`src/rtl/imem_load_pkg.sv`:
```
`default_nettype none
// ============================================================================
// Module  : imem_load_pkg
// Brief   : Shared types and constants for the instruction-memory boot loader.
//           Optional feature macro: IMEM_LOAD_CSUM_EN (adds the CSUM state).
// Revision: 1.0  initial release
// ============================================================================
package imem_load_pkg;

  localparam int LEN_W          = 16;
  localparam int BYTES_PER_WORD = 4;

  typedef enum logic [2:0] {
    ST_IDLE = 3'd0,
    ST_LEN0 = 3'd1,
    ST_LEN1 = 3'd2,
    ST_DATA = 3'd3,
    ST_CSUM = 3'd4,
    ST_DONE = 3'd5,
    ST_ERR  = 3'd6
  } state_t;

endpackage
`default_nettype wire

```
`src/rtl/imem_word_pack.sv`:
```
`default_nettype none
// ============================================================================
// Module  : imem_word_pack
// Brief   : Packs little-endian bytes into words. Issues a one-cycle
//           word_valid the cycle after the last byte of a word is taken.
// Revision: 1.0  initial release
// ============================================================================
module imem_word_pack
  import imem_load_pkg::*;
#(
  parameter int WORD_W = 32
) (
  input  logic              CLK,
  input  logic              RST,
  input  logic              clr,
  input  logic              in_valid,
  input  logic [7:0]        in_data,
  output logic              in_last,
  output logic              word_valid,
  output logic [WORD_W-1:0] word_data
);

  localparam logic [1:0] c_LAST_IDX = 2'(BYTES_PER_WORD - 1);

  logic [1:0]        r_cnt;
  // Bytes shift in from the top so the first byte ends up in the low lane.
  logic [WORD_W-9:0] r_acc;

  assign in_last = in_valid && (r_cnt == c_LAST_IDX);

  // Byte counter, shift accumulator and registered word output.
  always_ff @(posedge CLK) begin
    if (RST) begin
      r_cnt      <= '0;
      r_acc      <= '0;
      word_valid <= 1'b0;
      word_data  <= '0;
    end else if (clr) begin
      r_cnt      <= '0;
      r_acc      <= '0;
      word_valid <= 1'b0;
    end else begin
      word_valid <= 1'b0;
      if (in_valid) begin
        r_cnt <= r_cnt + 2'd1;
        r_acc <= {in_data, r_acc[WORD_W-9:8]};
        if (in_last) begin
          word_data  <= {in_data, r_acc};
          word_valid <= 1'b1;
        end
      end
    end
  end

endmodule
`default_nettype wire

```
`src/rtl/imem_load_ctrl.sv`:
```
`default_nettype none
// ============================================================================
// Module  : imem_load_ctrl
// Brief   : Boot-time instruction memory loader. Parses a length-prefixed byte
//           stream, writes words sequentially and stalls fetch until done.
//           Optional feature macro: IMEM_LOAD_CSUM_EN (trailing XOR checksum).
// Revision: 1.0  initial release
// ============================================================================
module imem_load_ctrl
  import imem_load_pkg::*;
#(
  parameter int ADDR_W = 13,
  parameter int DEPTH  = 8192,
  parameter int WORD_W = 32
) (
  input  logic              CLK,
  input  logic              RST,
  input  logic              start,
  input  logic              byte_valid,
  input  logic [7:0]        byte_data,
  output logic              byte_ready,
  output logic              mem_we,
  output logic [ADDR_W-1:0] mem_waddr,
  output logic [WORD_W-1:0] mem_wdata,
  output logic              core_stall,
  output logic              load_done,
  output logic              load_err
);

  state_t            r_state;
  logic [7:0]        r_len_lo;
  logic [LEN_W-1:0]  r_len;
  logic [ADDR_W-1:0] r_widx;

  logic              w_accept;
  logic              w_start_ok;
  logic              w_pack_in;
  logic              w_pack_last;
  logic              w_final_word;
  logic [LEN_W-1:0]  w_len_full;

  // Status outputs are pure decodes of the state register.
  assign byte_ready = (r_state == ST_LEN0) || (r_state == ST_LEN1) ||
                      (r_state == ST_DATA) || (r_state == ST_CSUM);
  assign core_stall = (r_state != ST_DONE);
  assign load_done  = (r_state == ST_DONE);
  assign load_err   = (r_state == ST_ERR);

  assign w_accept     = byte_valid && byte_ready;
  assign w_start_ok   = start && ((r_state == ST_IDLE) || (r_state == ST_DONE));
  assign w_pack_in    = w_accept && (r_state == ST_DATA);
  assign w_len_full   = {byte_data, r_len_lo};
  // r_widx already points at the word being assembled here.
  assign w_final_word = (LEN_W'(r_widx) == (r_len - LEN_W'(1)));
  assign mem_waddr    = r_widx;

  imem_word_pack #(
    .WORD_W (WORD_W)
  ) u_pack (
    .CLK        (CLK),
    .RST        (RST),
    .clr        (w_start_ok),
    .in_valid   (w_pack_in),
    .in_data    (byte_data),
    .in_last    (w_pack_last),
    .word_valid (mem_we),
    .word_data  (mem_wdata)
  );

`ifdef IMEM_LOAD_CSUM_EN
  logic [7:0] r_csum;

  // Running XOR over payload bytes only.
  always_ff @(posedge CLK) begin
    if (RST || w_start_ok) begin
      r_csum <= '0;
    end else if (w_pack_in) begin
      r_csum <= r_csum ^ byte_data;
    end
  end
`endif

  // Load sequencer: length header, payload, optional checksum, status.
  always_ff @(posedge CLK) begin
    if (RST) begin
      r_state  <= ST_IDLE;
      r_len_lo <= '0;
      r_len    <= '0;
      r_widx   <= '0;
    end else begin
      // Advance past a non-final word once its write has been issued.
      if (mem_we && (r_state == ST_DATA)) begin
        r_widx <= r_widx + 1'b1;
      end
      case (r_state)
        ST_IDLE, ST_DONE: begin
          if (w_start_ok) r_state <= ST_LEN0;
        end
        ST_LEN0: begin
          if (w_accept) begin
            r_len_lo <= byte_data;
            r_state  <= ST_LEN1;
          end
        end
        ST_LEN1: begin
          if (w_accept) begin
            r_len  <= w_len_full;
            r_widx <= '0;
            if (w_len_full == '0)                  r_state <= ST_DONE;
            else if (w_len_full > LEN_W'(DEPTH))   r_state <= ST_ERR;
            else                                   r_state <= ST_DATA;
          end
        end
        ST_DATA: begin
          // Leave on the same edge that launches the final write.
          if (w_pack_last && w_final_word) begin
`ifdef IMEM_LOAD_CSUM_EN
            r_state <= ST_CSUM;
`else
            r_state <= ST_DONE;
`endif
          end
        end
`ifdef IMEM_LOAD_CSUM_EN
        ST_CSUM: begin
          if (w_accept) begin
            r_state <= (byte_data == r_csum) ? ST_DONE : ST_ERR;
          end
        end
`endif
        ST_ERR: begin
          r_state <= ST_ERR;
        end
        default: begin
          r_state <= ST_IDLE;
        end
      endcase
    end
  end

endmodule
`default_nettype wire

```
`config.mk`:
```
export PLATFORM = sky130hd
export DESIGN_NAME = imem_load_ctrl
export DESIGN_NICKNAME = d
export VERILOG_FILES = /design/src/rtl/imem_load_pkg.sv /design/src/rtl/imem_word_pack.sv /design/src/rtl/imem_load_ctrl.sv
export SDC_FILE = /design/constraint.sdc
export NUM_CORES = 1
export LEC_CHECK = 0
export CORE_ASPECT_RATIO = 1.5
export CORE_MARGIN = 2
export CORE_UTILIZATION = 45
export DETAILED_ROUTE_END_ITERATION = 8
export DONT_BUFFER_PORTS = 1
export GPL_TIMING_DRIVEN = 0
export HOLD_SLACK_MARGIN = 0.12
export PLACE_DENSITY = 0.69
export SKIP_CTS_REPAIR_TIMING = 1
export SLEW_MARGIN = 20
export SYNTH_ARGS = -nofsm -noshare
export SYNTH_HDL_FRONTEND = slang
export SYNTH_SLANG_ARGS = --single-unit
```
`constraint.sdc`:
```
create_clock -name CLK -period 2.3 [get_ports CLK]
set_input_delay 0.115 -clock CLK [delete_from_list [all_inputs] [get_ports CLK]]
set_output_delay 0.115 -clock CLK [all_outputs]
set_load 0.02 [all_outputs]
```
; Word level (Yosys, flattened, before mapping)
; Cells that the tools add are included.
[word_totals]
ff_bits = 99
input_bits = 12
out_inout_bits = 50
elab_cells = 57
[op_classes]
addsub = 3
magnitude_cmp = 1
n_eq_ne = 13
muxes = 11
bitwise_logic = 2
n_reduce_logical = 19
[ops]
columns = operator, n
row1 = $mux 13, 3
row2 = $mux 3, 6
row3 = $eq 13x16->1, 1
row4 = $gt 16x14->1 const B, 1
row5 = $logic_not 16->1, 1
row6 = $sub 16x1->16 const B, 1
row7 = $pmux 3 s5, 1
row8 = $add 13x1->13 const B, 1
row9 = $eq 3x3->1 const B, 3
row10 = $eq 3x2->1 const B, 2
row11 = $logic_and 1x1->1, 6
row12 = $logic_or 1x1->1, 4
row13 = $ne 2x1->1 const B, 2
row14 = $ne 2x2->1 const B, 2
row15 = $reduce_and 2->1, 2
row16 = $reduce_and 4->1, 1
row17 = $reduce_or 2->1, 2
row18 = $eq 3x1->1 const B, 1
row19 = $logic_not 3->1, 1
row20 = $ne 3x3->1 const B, 1
row21 = $reduce_and 3->1, 1
row22 = $reduce_or 3->1, 1
row23 = $add 2x1->2 const B, 1
row24 = $eq 2x2->1 const B, 1
row25 = other kinds (2), 3

; Logic depth before layout (Yosys ltp)
; Gate-level depths: netlist (run 1).
[depth]
depth_word = 10
mapped_depth = 9
depth_no_buf = 8

; Cells and area by module
; From an unflattened synthesis (run 1), not the netlist that was laid out.
[hier_totals]
cells_unflattened = 514
area_unflattened_um2 = 4638.2
[by_module_without_submodules]
columns = module, n_inst, cells_each, area_each_um2, seq_area_each_um2
row1 = imem_word_pack, 1, 230, 2404.8, 1181.1
row2 = imem_load_ctrl, 1, 284, 2233.4, 800.8

; Worst setup path before layout (run 1)
; OpenSTA, ideal clock, no wires.
[synth_timing]
path_kind = register -> register
startpoint = register r_len[0]
endpoint = register r_state[1]
setup_time_ps = 135
arrival_time_ps = 2334
t_required_ps = 2165
path_slack_ps = -168
path_stages_with_launch = 10
n_path_buf = 1
synth_period_minus_slack_ps = 2468
path_cell_list = dfxtp_1 -> inv_1 -> ha_1 -> or4b_1 -> buf_2 -> or4_1 -> a311oi_1 -> o21ai_1 -> a2111oi_2 -> a211oi_1
[synth_via]
elab_chain_len = 5
[synth_rtl]
columns = element, line
row1 = start: declaration, imem_load_ctrl.sv:32  ; logic [LEN_W-1:0] r_len;
row2 = start signal: assignment, imem_load_ctrl.sv:107  ; r_len <= w_len_full;
row3 = $sub 16x1->16, imem_load_ctrl.sv:54  ; assign w_final_word = (LEN_W'(r_widx) == (r_len - LEN_W'(1)));
row4 = $eq 13x16->1, imem_load_ctrl.sv:54
row5 = $logic_and 1x1->1, imem_load_ctrl.sv:116  ; if (w_pack_last && w_final_word) begin
row6 = $ne 2x1->1 (no line), -
row7 = $reduce_and 4->1 (no line), -
row8 = end signal: assignment, imem_load_ctrl.sv:111  ; else r_state <= ST_DATA;
row9 = end signal: assignment, imem_load_ctrl.sv:120  ; r_state <= ST_DONE;
row10 = end signal: assignment, imem_load_ctrl.sv:132  ; r_state <= ST_ERR;
row11 = end: declaration, imem_load_ctrl.sv:30  ; state_t r_state;
; No other way between the ends.
; A chain may end at the register's enable or synchronous reset.

; Final worst setup path (run 1)
[layout_timing]
startpoint = register r_len[0]
endpoint = register r_state[2]
; The elaborated chain is that of the path after synthesis.

==> results.cfg, run 1 <==
[status]
status = complete, but fails checks
violations = negative setup slack

[synthesis]
synth_flop_cell = dfxtp_1
ys_top_cells_by_area = dfxtp_1 47%, nand2_1 16%, a21oi_1 9.8%
synth.cell_area_sq_um = 4220
yosysWarnings = 0
synth_top_area_cell = dfxtp_1
synth_edf_count = 0
synth_seq_area_share_pct = 47.0
synth.most_common_cell = nand2_1
syn_area_per_cell_sq_um = 7.73
async_flop_share_pct = 0
synth_seq_cells = 99
ys_types = 44
netlist.area_leader.share_pct = 47.0
synth_nets = 561
syn_inst = 546
synth_common_cells = 177 x nand2_1, 99 x dfxtp_1, 83 x a21oi_1, 32 x clkbuf_1, 26 x nor2_1

[cts]
clk_pin_slew_ns = 0.06
numCtsBuffers = 9
cts_buffer_depth = 2
cts_tree = done
htree_levels = 3
cts_root_buffer = clkbuf_16
clock-sinks = 99
clk_latency_ns = 0.35

[routing]
drt_pass1_iterations = 5
drt_iter0_drc = 191
vias = 3773
drt-vias-per-instance = 5.52
antenna_left = 0
wl_per_cell_um = 15.9
drc = 0
drt-total-wl_um = 10900

[sta]
layout_setup_ws_ns = -0.274
hold_violations = 0
skew_ns = 0.00897
rsz0062_at_grt = yes
max_freq_ghz = 0.388
setup_viol = 2
worstMarginPinSlew_ns = 0.733
layout_min_cycle_time_ns = 2.57
maxSlewViolCount = 0
relSlewSlack_pct = 50.7
finalCritPeriodShare_pct = 112

[worst_setup_path]
startpoint = r_len[0]
startpoint_type = flop
r2r-start = r_len[0]
required_ns = 2.59
cp_max_fo = 5
end_kind = flop
crit_arrival_ns = 2.86
critPathKind = flop to flop

[placement]
portBuffers = 0
gp_routability_congestion = 0.879
dp_hpwl_um = 7930
place_inst = 659

[die]
die_y_um = 123
start_util_pct = 45.9
core-area_sq_um = 9200
rows = 43
die_area_sq_um = 10200
die_x_um = 83.1
io_pins = 62

[power]
p_per_area_nw_per_um2 = 833
power_mw = 4.00
p_leak_nw = 1.65
peakVddDrop_uv = 444

[finish]
antenna_cells = 0
area_growth_pct = 13.7
layout-drive-gt1-share_pct = 6.83
fin_nets = 582
final_cells = 683

[grt]
antenna_found_initial = 0
grt_pass1_vias = 3624
grt_first_pass_wirelength_um = 17200
gr-total-overflow = 0
globalRouteTotalUtil_pct = 21.2
grt_max_degree = 17

[hold_path]
hp-start = byte_valid
hold_class = input pin to flop

[flow_run]
max_cap_violations = 0
## final cells by class
cell class                 instances  area (sq um)
clock inverter                     5          37.5
clock buffer                      10           239
timing repair buffer              11           100
sequential                        99          1990
fill                             898          4400
buffer                            34           141
tap                              112           140
multi-input combinational        403          2120
inverter                           9          36.3
## routing by layer
layer | share of wire (%) | vias up | track usage [%]
met5 | 0 | - | 0
met4 | 2.9 | 0 | 9.84
met3 | 5.2 | 23 | 5.99
met2 | 55 | 115 | 40.8
met1 | 37 | 1757 | 20.9
li1 | - | 1878 | -
## report_power, final
group	internal [mW]	switching, mW
Combinational	0.249	0.496
Sequential	1.78	0.0704
Clock	0.760	0.643
## registers in the layout (all words and copies together) (netlist names)
register,cells
u_pack.word_data,32
u_pack.r_acc,24
r_len,16
mem_waddr,13
r_len_lo,8
r_state,3
u_pack.r_cnt,2
u_pack.word_valid,1
## kinds of logic after synthesis
| group | synth area share (%) |
|---|---|
| adder cells (fa/ha/maj) | 0.890 |
| AO/OA/AOI/OAI | 14.1 |
| AND/OR/NAND/NOR | 26.5 |
| buffers and inverters | 4.21 |
| XOR/XNOR | 6.44 |
| multiplexers | 0.949 |
| flip-flops | 47.0 |
## critical path, stage by stage, from the launching register on
cell	delay (ns)
dfxtp_4	0.37
inv_4	0.06
ha_4	0.14
or4b_4	0.51
or4_4	0.43
a311oi_2	0.31
o21ai_2	0.12
a2111oi_4	0.42
a21bo_1	0.16
## metrics by stage
stage               setup slack (ns)  utilization [%]  TNS, ns  hold slack [ns]  area [sq um]
floorplan                    -0.0970                -   -0.190            0.251          4240
global placement              -0.571             47.7   -12.92            0.252          4380
detailed placement            -0.514             47.8    -1.03            0.259          4400
CTS                           -0.517             50.8    -1.03           -0.110          4670
global route                  -0.341             52.1   -0.673            0.152          4800
finish                        -0.274             52.1   -0.539            0.117          4800
## path summary, 6_finish.rpt
kind / to / slack [ns] / cells past startpoint
max: r_state[2] / -0.27 / 8
min: r_len[0] / 0.12 / 4
max reg2reg: r_state[2] / -0.27 / 8
min reg2reg: u_pack.word_data[5] / 0.46 / 2
## placed cells by master, fill, tap and decap left out, types with 3 or more instances in the layout
cell type,n
xor2_1,16
nand3_1,9
clkbuf_16,9
or3_1,6
o21ai_0,5
nor4_1,7
dfxtp_1,97
nand2_1,177
nor2_1,26
inv_1,7
dlygate4sd3_1,8
a21oi_1,83
clkbuf_1,30
nand4_1,5
xnor2_1,15
nor3_1,10
and3_1,4
mux2i_1,4
or2_2,3
Note: power is estimated with default switching activity, not from simulation.
==> run 2: changes to the inputs <==
Settings changed: ABC_AREA set to 1.
==> run 2 against run 1 <==
Total power rose by 27%. Maximum frequency is 25% higher. The run now ends clean. First-iteration DRC count increased by 24%. Die area grew 2.9%. Synthesized cell count increased by 13%. Clock-buffer cell count is the same. Sequential share of layout area down 0.94 points.
==> results.cfg, run 2 <==
[finish]
mostFrequentLayoutCells = 139 x nand2_1, 103 x nor2_1, 99 x dfxtp_1
antenna_cells = 0
final_common_cell = nand2_1
final_area_sq_um = 4900
largest-register = u_pack.word_data
fin_nets = 653
reg.largest.list = u_pack.word_data x32, u_pack.r_acc x24, r_len x16
layout-drive-gt1-share_pct = 6.07
area_growth_pct = 12.7
largest_reg_flops = 32
fillers = 939

[placement]
gp_routability_congestion = 0.910
portBuffers = 0
place_ws_ns = 0.171
place_area_sq_um = 4490
dp_hpwl_um = 8590

[grt]
grt_max_degree = 17
antenna_found_initial = 0
grt_first_pass_wirelength_um = 18300
grt_pass1_vias = 3906
globalRouteTotalUtil_pct = 21.7
gr-total-overflow = 0

[cts]
clk_latency_ns = 0.34
clock-sinks = 99
numCtsBuffers = 9
cts_buffer_depth = 2
cts_tree = done
clk_pin_slew_ns = 0.06
cts_root_buffer = clkbuf_16
htree_levels = 3

[die]
core-area_sq_um = 9310
io_pins = 62
die_y_um = 124
die_area_sq_um = 10500
die_x_um = 84.2
start_util_pct = 46.7
rows = 43

[synthesis]
synth_common_cells = 139 x nand2_1, 104 x nor2_1, 99 x dfxtp_1, 66 x a21oi_1, 62 x o21ai_0
synth_top_area_cell = dfxtp_1
synth_seq_cells = 99
synth_flop_cell = dfxtp_1
async_flop_share_pct = 0
ys_types = 31
synth.most_common_cell = nand2_1
synth_seq_area_share_pct = 45.6
synth_edf_count = 0
netlist.area_leader.share_pct = 45.6
ys_top_cells_by_area = dfxtp_1 46%, nand2_1 12%, nor2_1 9.0%
synth.cell_area_sq_um = 4350
syn_area_per_cell_sq_um = 7.03
syn_inst = 618
synth_nets = 633
yosysWarnings = 0

[routing]
drt-total-wl_um = 11300
drt_pass1_iterations = 4
drc = 0
antenna_left = 0
wl_per_cell_um = 14.9
vias = 4031
drt-vias-per-instance = 5.34
drt_iter0_drc = 236

[worst_setup_path]
critPathKind = flop to flop
crit_arrival_ns = 2.30
cp_max_fo = 5
startpoint_type = flop
end_kind = flop
required_ns = 2.54

[sta]
maxSlewViolCount = 0
rsz0062_at_grt = no
relSlewSlack_pct = 63.2
layout_min_cycle_time_ns = 2.06
layout_setup_ws_ns = 0.238
max_freq_ghz = 0.485
setup_tns_ns = 0
setup_viol = 0
hold_violations = 0
worstMarginPinSlew_ns = 0.552
finalCritPeriodShare_pct = 89.7
skew_ns = 0.00419

[power]
switchingPower_mw = 1.79
p_per_area_nw_per_um2 = 1040
p_int_mw = 3.30
p_clk_share_pct = 31.4
p_seq_share_pct = 38.6
power_frac_comb_pct = 30.1
peakVddDrop_uv = 716
p_leak_nw = 2.06
swShare_pct = 35.2

[status]
status = completed

[flow_run]
max_cap_violations = 0

[hold_path]
hold_class = input pin to flop
run 2: layout make-up:
class | count | area, sq um | area share [%]
tap | 112 | 140 | 2.86
multi-input combinational | 441 | 2070 | 42.2
buffer | 23 | 92.6 | 1.89
clock inverter | 6 | 88.8 | 1.81
clock buffer | 10 | 229 | 4.68
inverter | 55 | 206 | 4.22
sequential | 99 | 1980 | 40.5
timing repair buffer | 9 | 90.1 | 1.84
run 2: worst paths after layout:
path	start	to	slack, ns	cells past startpoint
worst max register to register	r_len[0]	r_state[1]	0.24	13
worst min-delay path	start	r_state[2]	0.09	5
worst max-delay path	r_len[0]	r_state[1]	0.24	13
worst min register to register	u_pack.r_acc[0]	u_pack.r_acc[0]	0.46	2
run 2: routing by layer:
| layer | global-route usage (%) | routed length [um] | vias up |
|---|---|---|---|
| li1 | - | - | 2017 |
| met2 | 39.1 | 5880 | 135 |
| met5 | 0 | 0 | - |
| met3 | 4.44 | 516 | 37 |
| met1 | 22.9 | 4350 | 1842 |
| met4 | 12.0 | 517 | 0 |
run 2: logic make-up (layout without fill, tap and decap cells):
| group | Yosys count | in the layout | synth area share [%] |
|---|---|---|---|
| flip-flops | 99 | 99 | 45.6 |
| AO/OA/AOI/OAI | 133 | 133 | 15.7 |
| buffers and inverters | 78 | 103 | 6.88 |
| adder cells (fa/ha/maj) | 3 | 3 | 0.864 |
| XOR/XNOR | 16 | 16 | 3.23 |
| AND/OR/NAND/NOR | 289 | 289 | 27.8 |
run 2: worst max-delay path: stages, from the launching register on:
cell and delay (ns):
dfxtp_1 0.34, inv_2 0.08, ha_1 0.20, nand2_1 0.19
nor2_2 0.21, nand2_1 0.09, nand2_1 0.08, nand2_1 0.06
nor2_1 0.10, nand3_1 0.13, o21ai_2 0.25, nand3_1 0.12
nand2_1 0.08, nor2_1 0.04
run 2: metrics by stage:
step	util [%]	total power, mW	cells	hold slack [ns]
floorplan	-	3.17	618	0.177
global placement	48.2	3.46	730	0.178
detailed placement	48.2	3.50	730	0.180
CTS	51.6	5.09	746	-0.178
global route	52.6	5.43	755	0.131
finish	52.6	5.10	755	0.0947
run 2: power groups by stage:
stage               Sequential (mW)  Clock (mW)  Combinational, mW
finish                         1.97        1.60               1.53
global route                   1.98        1.68               1.77
CTS                            1.96        1.62               1.51
detailed placement             2.00           0               1.50
global placement               2.00           0               1.46
floorplan                      1.97           0               1.20
==> run 3: changes to the inputs <==
Settings changed: CORE_MARGIN 2 to not set.
==> run 3 against run 2 <==
Register-to-register slack gained 0.06 ns. Combinational power is essentially flat. Wire length grew 0.89%. Global-route usage grew 2.0 points. Critical path type unchanged.
==> results.cfg, run 3 (synthesis results as in run 2) <==
[cts]
clock-sinks = 99
htree_levels = 3
cts_buffer_depth = 2
clk_latency_ns = 0.34
cts_tree = done
numCtsBuffers = 9
clk_pin_slew_ns = 0.07
cts_root_buffer = clkbuf_16

[sta]
relSlewSlack_pct = 63.0
setup_viol = 0
worstMarginPinSlew_ns = 0.554
setup_tns_ns = 0
maxSlewViolCount = 0
layout_setup_ws_ns = 0.298
finalCritPeriodShare_pct = 87.1
layout_min_cycle_time_ns = 2.00
holdWs_ns = 0.0914
max_freq_ghz = 0.499
rsz0062_at_grt = no
hold_violations = 0
skew_ns = 0.00564

[die]
core-area_sq_um = 9310
rows = 43
start_util_pct = 46.7
die_x_um = 82.2
die_area_sq_um = 10100
io_pins = 62
die_y_um = 122

[power]
power_frac_comb_pct = 30.4
p_seq_share_pct = 39.0
p_int_mw = 3.26
switchingPower_mw = 1.79
power_mw = 5.05
peakVddDrop_uv = 539
p_clk_share_pct = 30.6
p_per_area_nw_per_um2 = 1030
swShare_pct = 35.5
p_leak_nw = 2.06

[worst_setup_path]
required_ns = 2.53
crit_arrival_ns = 2.23
startpoint_type = flop
end_kind = flop
cp_max_fo = 5
critPathKind = flop to flop
rr_worst_depth = 13

[routing]
drt-vias-per-instance = 5.27
routed.top_layer = met4
antenna_left = 0
wl_met3_um = 634
met1_length_um = 4320
wl_met2_um = 6010
drt-total-wl_um = 11400
drt_iter0_drc = 197
wl_per_cell_um = 15.0
drc = 0
vias = 3979
drt_pass1_iterations = 4

[finish]
largest_reg_flops = 32
layout-drive-gt1-share_pct = 6.38
reg.largest.list = u_pack.word_data x32, u_pack.r_acc x24, r_len x16
area_growth_pct = 12.8
fin_nets = 653
mostFrequentLayoutCells = 138 x nand2_1, 103 x nor2_1, 99 x dfxtp_1
largest-register = u_pack.word_data
final_area_sq_um = 4900
final_cells = 755
final_util_pct = 52.7
antenna_cells = 0
final_common_cell = nand2_1

[placement]
place_inst = 730
place_area_sq_um = 4490
portBuffers = 0
dp_hpwl_um = 8460
place_ws_ns = 0.236
gp_routability_congestion = 0.907

[hold_path]
hold_depth = 5
hold_class = input pin to flop

[grt]
grt_pass1_vias = 3749
grt_first_pass_wirelength_um = 17900
antenna_found_initial = 0
gr-total-overflow = 0
grt_max_degree = 17
globalRouteTotalUtil_pct = 23.7

[flow_run]
max_cap_violations = 0

[status]
status = completed
-- run 3: cell types whose count changed in the layout (fill, tap and decap cells not counted), sizes merged --
cell      previous run  this run
inv                 56        55
clkbuf              28        29
clkinvlp             2         0
bufinv               2         1
clkinv               1         4
-- run 3: cell type report --
| class | instances | area, sq um |
|---|---|---|
| repair buffers | 9 | 90.1 |
| inverters | 55 | 206 |
| clock buffers | 11 | 253 |
| clock inverters | 5 | 61.3 |
| multi-input cells | 441 | 2080 |
| plain buffers | 23 | 92.6 |
| fillers | 950 | 4410 |
| flip-flops and latches | 99 | 1980 |
| well taps | 112 | 140 |
-- run 3: critical path, stage by stage (launching register included) --
cell	delay, ns
dfxtp_1	0.33
inv_2	0.07
ha_1	0.22
nand2_1	0.09
nor2_1	0.21
nand2_1	0.10
nand3_1	0.10
nand2_1	0.06
nor2_1	0.08
nand3_1	0.17
o21ai_4	0.24
nand3_1	0.10
nand2_1	0.07
nor2_1	0.04
-- run 3: routing by layer --
layer	global-route usage, %	vias to the layer above
met5	0	-
met4	13.0	0
met1	24.5	1829
li1	-	2022
met2	42.3	108
met3	5.87	20
-- run 3: power groups by stage --
stage / combinational, mW / sequential, mW / clock [mW]
finish: 1.53 / 1.97 / 1.55
global route: 1.81 / 1.99 / 1.64
CTS: 1.50 / 1.96 / 1.58
detailed placement: 1.49 / 2.00 / 0
global placement: 1.46 / 2.00 / 0
floorplan: 1.20 / 1.97 / 0
-- run 3: worst paths after layout --
path	end	start	slack [ns]
max reg2reg	r_state[0]	r_len[0]	0.30
min reg2reg	u_pack.r_acc[0]	u_pack.r_acc[0]	0.46
min	r_state[2]	start	0.09
max	r_state[0]	r_len[0]	0.30
